[src/rtl/jpeg_entropy_unstuffer_if.sv]
`default_nettype none
// ============================================================================
// Module      : jpeg_entropy_unstuffer_if
// Description : Byte-source and bit-consumer signal bundle of the JPEG
//               entropy unstuffer.
//               slave  - the unstuffer itself
//               master - byte source plus Huffman decoder side
//               Byte side  : in_data, in_valid, in_ready
//               Bit side   : peek_bits, bit_count, consume_en, consume_len
//               Marker side: marker_valid, marker_code, marker_ack
//               Status     : underflow_err
// Revision    : 1.0 - initial release
// ============================================================================
interface jpeg_entropy_unstuffer_if;
    logic [7:0]  in_data;
    logic        in_valid;
    logic        in_ready;
    logic [15:0] peek_bits;
    logic [5:0]  bit_count;
    logic        consume_en;
    logic [4:0]  consume_len;
    logic        marker_valid;
    logic [7:0]  marker_code;
    logic        marker_ack;
    logic        underflow_err;

    modport slave (
        input  in_data, in_valid, consume_en, consume_len, marker_ack,
        output in_ready, peek_bits, bit_count, marker_valid, marker_code,
               underflow_err
    );

    modport master (
        output in_data, in_valid, consume_en, consume_len, marker_ack,
        input  in_ready, peek_bits, bit_count, marker_valid, marker_code,
               underflow_err
    );
endinterface
`default_nettype wire

[src/rtl/jpeg_entropy_unstuffer.sv]
`default_nettype none
// ============================================================================
// Module      : jpeg_entropy_unstuffer
// Description : Removes 0xFF00 byte stuffing and 0xFF fill bytes from the
//               entropy-coded stream, halts on markers (RSTn/EOI) and
//               presents an MSB-first 16-bit peek window to the Huffman
//               decoder, which consumes 1..16 bits per cycle.
// Ports       : clk   - clock, rising edge
//               rst_n - asynchronous active-low reset
//               bus   - jpeg_entropy_unstuffer_if.slave (byte input, peek
//                       window, consume request, marker handshake, error)
// Parameters  : BUF_W - bit-buffer depth in bits (multiple of 8, 24..63)
// Revision    : 1.0 - initial release
// ============================================================================
module jpeg_entropy_unstuffer #(
    parameter int BUF_W = 32
) (
    input  wire logic                 clk,
    input  wire logic                 rst_n,
    jpeg_entropy_unstuffer_if.slave   bus
);

    localparam logic [1:0] S_DATA   = 2'd0;
    localparam logic [1:0] S_FF     = 2'd1;
    localparam logic [1:0] S_MARKER = 2'd2;

    // Highest fill level at which a whole byte still fits.
    localparam logic [6:0]       c_FILL_LIMIT = 7'(BUF_W - 8);
    localparam logic [BUF_W-1:0] c_ALL_ONES   = {BUF_W{1'b1}};
    localparam logic [BUF_W-1:0] c_BYTE_MASK  = {{(BUF_W-8){1'b0}}, 8'hFF};

    // The buffer is kept MSB-aligned: the oldest bit sits at BUF_W-1 and
    // every position beyond bit_count holds a 1, so the peek window's
    // padding comes for free.
    logic [1:0]       r_state;
    logic [BUF_W-1:0] r_buf;
    logic [5:0]       r_bit_count;
    logic             r_marker_valid;
    logic [7:0]       r_marker_code;
    logic             r_underflow_err;

    logic [6:0]       w_cnt;
    logic [6:0]       w_len;
    logic             w_in_ready;
    logic             w_accept;
    logic             w_underflow;
    logic             w_flush;
    logic [1:0]       w_state_next;
    logic             w_append;
    logic [7:0]       w_app_byte;
    logic             w_marker_hit;
    logic [BUF_W-1:0] w_buf_cons;
    logic [6:0]       w_cnt_cons;
    logic [6:0]       w_app_shift;
    logic [BUF_W-1:0] w_buf_next;
    logic [5:0]       w_cnt_next;

    assign w_cnt       = {1'b0, r_bit_count};
    assign w_len       = {2'b00, bus.consume_len};
    // Depends only on registered state so no path from in_valid/consume_en.
    assign w_in_ready  = (r_state != S_MARKER) && (w_cnt <= c_FILL_LIMIT);
    assign w_accept    = bus.in_valid && w_in_ready;
    assign w_underflow = bus.consume_en && (w_len > w_cnt);
    assign w_flush     = bus.marker_ack && (r_state == S_MARKER);

    // Byte classification
    always_comb begin
        w_state_next = r_state;
        w_append     = 1'b0;
        w_app_byte   = bus.in_data;
        w_marker_hit = 1'b0;
        case (r_state)
            S_DATA: begin
                if (w_accept) begin
                    if (bus.in_data == 8'hFF) w_state_next = S_FF;
                    else                      w_append     = 1'b1;
                end
            end
            S_FF: begin
                if (w_accept) begin
                    if (bus.in_data == 8'h00) begin
                        w_append     = 1'b1;
                        w_app_byte   = 8'hFF;
                        w_state_next = S_DATA;
                    end else if (bus.in_data != 8'hFF) begin
                        w_marker_hit = 1'b1;
                        w_state_next = S_MARKER;
                    end
                end
            end
            S_MARKER: begin
                if (w_flush) w_state_next = S_DATA;
            end
            default: w_state_next = S_DATA;
        endcase
    end

    // Buffer update: consume (or flush / underflow clear) first, then append
    // the new byte directly behind whatever survived.
    always_comb begin
        w_buf_cons = r_buf;
        w_cnt_cons = w_cnt;
        if (w_flush || w_underflow) begin
            w_buf_cons = c_ALL_ONES;
            w_cnt_cons = 7'd0;
        end else if (bus.consume_en) begin
            w_buf_cons = (r_buf << bus.consume_len) | ~(c_ALL_ONES << bus.consume_len);
            w_cnt_cons = w_cnt - w_len;
        end

        w_app_shift = c_FILL_LIMIT - w_cnt_cons;
        w_buf_next  = w_buf_cons;
        w_cnt_next  = w_cnt_cons[5:0];
        if (w_append) begin
            w_buf_next = (w_buf_cons & ~(c_BYTE_MASK << w_app_shift))
                       | ({{(BUF_W-8){1'b0}}, w_app_byte} << w_app_shift);
            w_cnt_next = w_cnt_cons[5:0] + 6'd8;
        end
    end

    always_ff @(posedge clk or negedge rst_n) begin
        if (!rst_n) begin
            r_state         <= S_DATA;
            r_buf           <= c_ALL_ONES;
            r_bit_count     <= 6'd0;
            r_marker_valid  <= 1'b0;
            r_marker_code   <= 8'h00;
            r_underflow_err <= 1'b0;
        end else begin
            r_state     <= w_state_next;
            r_buf       <= w_buf_next;
            r_bit_count <= w_cnt_next;
            if (w_marker_hit) begin
                r_marker_valid <= 1'b1;
                r_marker_code  <= bus.in_data;
            end else if (w_flush) begin
                r_marker_valid <= 1'b0;
            end
            if (w_underflow) r_underflow_err <= 1'b1;
        end
    end

    assign bus.in_ready      = w_in_ready;
    assign bus.peek_bits     = r_buf[BUF_W-1 -: 16];
    assign bus.bit_count     = r_bit_count;
    assign bus.marker_valid  = r_marker_valid;
    assign bus.marker_code   = r_marker_code;
    assign bus.underflow_err = r_underflow_err;

endmodule
`default_nettype wire

[src/flat_wrapper.sv]
// flat-port wrapper written by rule: the top's interface ports become plain ports
module jpeg_entropy_unstuffer_flat 
#(
    parameter int BUF_W = 32
)
  (clk, rst_n, bus_in_data, bus_in_valid, bus_consume_en, bus_consume_len, bus_marker_ack, bus_in_ready, bus_peek_bits, bus_bit_count, bus_marker_valid, bus_marker_code, bus_underflow_err);
  jpeg_entropy_unstuffer_if bus_i ();
  input  wire logic clk;
  input  wire logic rst_n;
  input wire logic [$bits(bus_i.in_data)-1:0] bus_in_data;
  input wire logic [$bits(bus_i.in_valid)-1:0] bus_in_valid;
  input wire logic [$bits(bus_i.consume_en)-1:0] bus_consume_en;
  input wire logic [$bits(bus_i.consume_len)-1:0] bus_consume_len;
  input wire logic [$bits(bus_i.marker_ack)-1:0] bus_marker_ack;
  output wire logic [$bits(bus_i.in_ready)-1:0] bus_in_ready;
  output wire logic [$bits(bus_i.peek_bits)-1:0] bus_peek_bits;
  output wire logic [$bits(bus_i.bit_count)-1:0] bus_bit_count;
  output wire logic [$bits(bus_i.marker_valid)-1:0] bus_marker_valid;
  output wire logic [$bits(bus_i.marker_code)-1:0] bus_marker_code;
  output wire logic [$bits(bus_i.underflow_err)-1:0] bus_underflow_err;
  assign bus_i.in_data = bus_in_data;
  assign bus_i.in_valid = bus_in_valid;
  assign bus_i.consume_en = bus_consume_en;
  assign bus_i.consume_len = bus_consume_len;
  assign bus_i.marker_ack = bus_marker_ack;
  assign bus_in_ready = bus_i.in_ready;
  assign bus_peek_bits = bus_i.peek_bits;
  assign bus_bit_count = bus_i.bit_count;
  assign bus_marker_valid = bus_i.marker_valid;
  assign bus_marker_code = bus_i.marker_code;
  assign bus_underflow_err = bus_i.underflow_err;
  jpeg_entropy_unstuffer #(.BUF_W(BUF_W)) u_core (.clk(clk), .rst_n(rst_n), .bus(bus_i));
endmodule
[config.mk]
export PLATFORM = sky130hd
export DESIGN_NAME = jpeg_entropy_unstuffer_flat
export DESIGN_NICKNAME = d
export VERILOG_FILES = /design/src/rtl/jpeg_entropy_unstuffer_if.sv /design/src/rtl/jpeg_entropy_unstuffer.sv /design/src/flat_wrapper.sv
export SDC_FILE = /design/constraint.sdc
export NUM_CORES = 1
export LEC_CHECK = 0
export BUFFER_PORTS_ARGS = -buffer_cell sky130_fd_sc_hd__buf_2
export CORE_MARGIN = 10
export CORE_UTILIZATION = 45
export DETAILED_ROUTE_END_ITERATION = 7
export GPL_ROUTABILITY_DRIVEN = 0
export RECOVER_POWER = 100
export SLEW_MARGIN = 20
export SYNTH_ARGS = -nofsm -noshare
export SYNTH_HDL_FRONTEND = slang
export SYNTH_SLANG_ARGS = --single-unit
[constraint.sdc]
create_clock -name clk -period 4.7 [get_ports clk]
set_clock_uncertainty 0.15 [all_clocks]
set_input_delay 0 -clock clk [delete_from_list [all_inputs] [get_ports clk]]
set_output_delay 0 -clock clk [all_outputs]
set_load 0.01 [all_outputs]
==> impl_metrics.env <==
export IMPL_status="finished, violations left"
export IMPL_violations="capacitance limit, slew limit"
export IMPL_final_cell_mix="73 x nor2_1, 73 x nand2_1, 52 x o21ai_0"
export IMPL_yosys_cell_types_count=79
export IMPL_grt_start_max_net_pins=51
export IMPL_clk_insertion_delay_late_ns=0.31
export IMPL_reg2reg_from="u_core.bus.bit_count[4]"
export IMPL_drt_pre_antenna_iters=5
export IMPL_ys_ff_latch=50
export IMPL_min_path_type="input pin to flip-flop"
export IMPL_setup_tns_ns=0
export IMPL_cp_max_fo=8
export IMPL_post_place_cells=827
export IMPL_cts_max_level=2
export IMPL_syn_instance_count=674
export IMPL_hp_start="bus_consume_en"
export IMPL_layout_nets=728
export IMPL_grt_overflow_total=0
export IMPL_cts_resized=0
export IMPL_drt_iter0_drc=697
export IMPL_period_share_pct=93.0
export IMPL_dieWidth_um=130
export IMPL_routedWlPerCell_um=22.2
export IMPL_finalCoreUtilization_pct=50.7
export IMPL_finalPower_mw=4.39
export IMPL_fp_row_count=39
export IMPL_synth_top_flop_cell="dfstp_2"
export IMPL_period_minus_slack_ns=4.37
export IMPL_vias=5512
export IMPL_reg2reg_to="u_core.r_buf[12]"
export IMPL_cts_root_buf="clkbuf_16"
export IMPL_tightest_slew_ns=2.74
export IMPL_die_area_sq_um=16800
export IMPL_fin_ws_ns=0.330
export IMPL_power_density_nw_per_um2=746
export IMPL_diodes=0
export IMPL_max_freq_ghz=0.229
export IMPL_fin_area_sq_um=5890
export IMPL_post_cts_buffers=0
export IMPL_drive_gt1_share_pct=17.4
export IMPL_fill_cells=1157
export IMPL_vias_per_cell=6.52
export IMPL_coreArea_sq_um=11600
export IMPL_start_util_pct=46.6
export IMPL_clk_pin_slew_worst_paths_ns=0.07
export IMPL_die_h_um=130
export IMPL_end_kind="flip-flop"
export IMPL_antenna_found_initial=0
export IMPL_grt_usage_pct=22.3
export IMPL_ioPinCount=51
export IMPL_portBuffers=50
export IMPL_async_flop_share_pct=100
export IMPL_p_leak_nw=2.42
export IMPL_fin_cells=846
export IMPL_grt_pass1_vias=5274
export IMPL_finalSetupViolCount=0
export IMPL_ant_nets=0
export IMPL_grt_pass1_wl_um=29700
export IMPL_worstPathArrival_ns=4.41
export IMPL_whs_ns=0.170
export IMPL_syn_nets=700
export IMPL_syn_area_sq_um=5410
export IMPL_drc=0
export IMPL_max_cap_viol_count=2
export IMPL_synth_top_area_share_pct=15.5
export IMPL_start_kind="flip-flop"
export IMPL_cts_inserted_buffers=5
export IMPL_place_area_sq_um=5680
export IMPL_hpwlAfterDp_um=14700
export IMPL_cts_tree="yes"
export IMPL_final_max_slew_viol_count=62
export IMPL_cp_required_ns=4.74
export IMPL_cts_sinks=50
export IMPL_seq_area_frac_synth_pct=23.9
export IMPL_max_slew_margin_pct=-82.5
export IMPL_peakVddDrop_mv=0.406
export IMPL_holdPathStages=5
export IMPL_ys_warn_count=0
export IMPL_syn_avg_cell_area_sq_um=8.03
export IMPL_rsz0062_at_grt="false"
export IMPL_hold_violations=0
export IMPL_wirelength_um=18800
export IMPL_synth_edff_count=0
export IMPL_path_class="flip-flop to flip-flop"
export IMPL_r2r_cells=12
export IMPL_cts_path_max_buffers=2
export IMPL_ff2ff_setup_slack_ns=0.33
export IMPL_synth_area_top_cells="dfstp_2 16%, mux2i_1 9.2%, dfrtp_1 8.3%"
export IMPL_pre_cts_ws_ns=0.497
export IMPL_synth_top_area_cell="dfstp_2"
export IMPL_holdPathEnd="u_core.r_buf[19]"
export IMPL_syn_to_final_growth_pct=8.74
export IMPL_crit_start="u_core.bus.bit_count[4]"
-- power breakdown --
part / internal [mW] / switching (mW)
clock network: 0.252 / 0.163
logic: 1.15 / 2.00
registers: 0.630 / 0.196
-- flip-flops by register name, summed over array words and instances (netlist names) --
register / count
u_core.bus.bit_count: 6
u_core.bus.marker_code: 8
u_core.bus.marker_valid: 1
u_core.bus.underflow_err: 1
u_core.r_buf: 32
u_core.r_state: 2
-- worst max-delay path, stage by stage (launching register included) --
cell and delay (ns):
dfrtp_1 0.47, ha_1 0.44, nand2_1 0.10, a211o_1 0.35, a21oi_1 0.23, nand2_1 0.15
ha_1 0.28, or3_1 0.55, nand2_4 0.13, mux2_1 0.34, o31ai_1 0.53, a2bb2oi_1 0.32
o21ai_0 0.22
-- final cells by class --
class	count	area, sq um	area share, %
well taps	143	179	3.04
flip-flops and latches	50	1290	21.9
multi-input cells	549	3720	63.2
clock buffers	7	133	2.25
inverters	15	56.3	0.957
repair buffers	81	478	8.12
clock inverters	1	30.0	0.510
-- synthesized netlist by cell type, types with 3 or more instances --
cell       instances
nand2_1           73
nor2_1            73
mux2i_1           50
a21oi_1           48
o21ai_0           47
dfstp_2           32
mux2_2            27
o22ai_1           24
clkbuf_1          22
buf_4             20
dfrtp_1           18
a21o_1            14
a211oi_1          11
buf_2             11
inv_1             11
nand3_1           11
nor2b_1           10
nor3_1             9
a31oi_1            8
and2_1             8
and3_1             8
mux4_2             8
o211ai_1           8
a221oi_1           7
ha_1               7
buf_1              6
xor2_1             6
a22oi_1            5
nand2b_1           5
o21ai_1            5
or3_1              5
a22o_1             4
a2bb2oi_1          4
xnor2_1            4
a221o_1            3
a311oi_1           3
inv_2              3
nand4_1            3
o21ai_2            3
o31ai_1            3
-- what timing repair did --
action	CTS	global route
setup endpoints to repair	0	0
hold endpoints to repair	29	0
hold buffers	11	0
-- worst max path at each step --
stage,endpoint,slack [ns],cells after the start
finish,u_core.r_buf[12],0.33,12
global route,u_core.r_buf[1],0.10,14
CTS,u_core.r_buf[18],0.47,14
detailed placement,u_core.r_buf[18],0.50,14
global placement,u_core.r_buf[18],0.65,14
floorplan,u_core.r_buf[16],0.39,19
-- cell families after synthesis --
group | Yosys count | share of synthesized area, %
adders and majority gates | 8 | 1.99
DFF | 50 | 23.9
muxes | 86 | 18.4
and+or+nand+nor | 219 | 18.7
AOI/OAI and AO/OA | 226 | 28.5
buffers and inverters | 75 | 6.98
xor gates and xnor gates | 10 | 1.62
-- metal layers --
metal	routed length [um]	GRT usage, %	share of wire [%]
met5	0	0	0
met2	8380	34.7	45
met3	1640	4.20	8.7
met4	364	6.75	1.9
met1	8410	30.6	45
(Power assumes the default switching activity.)
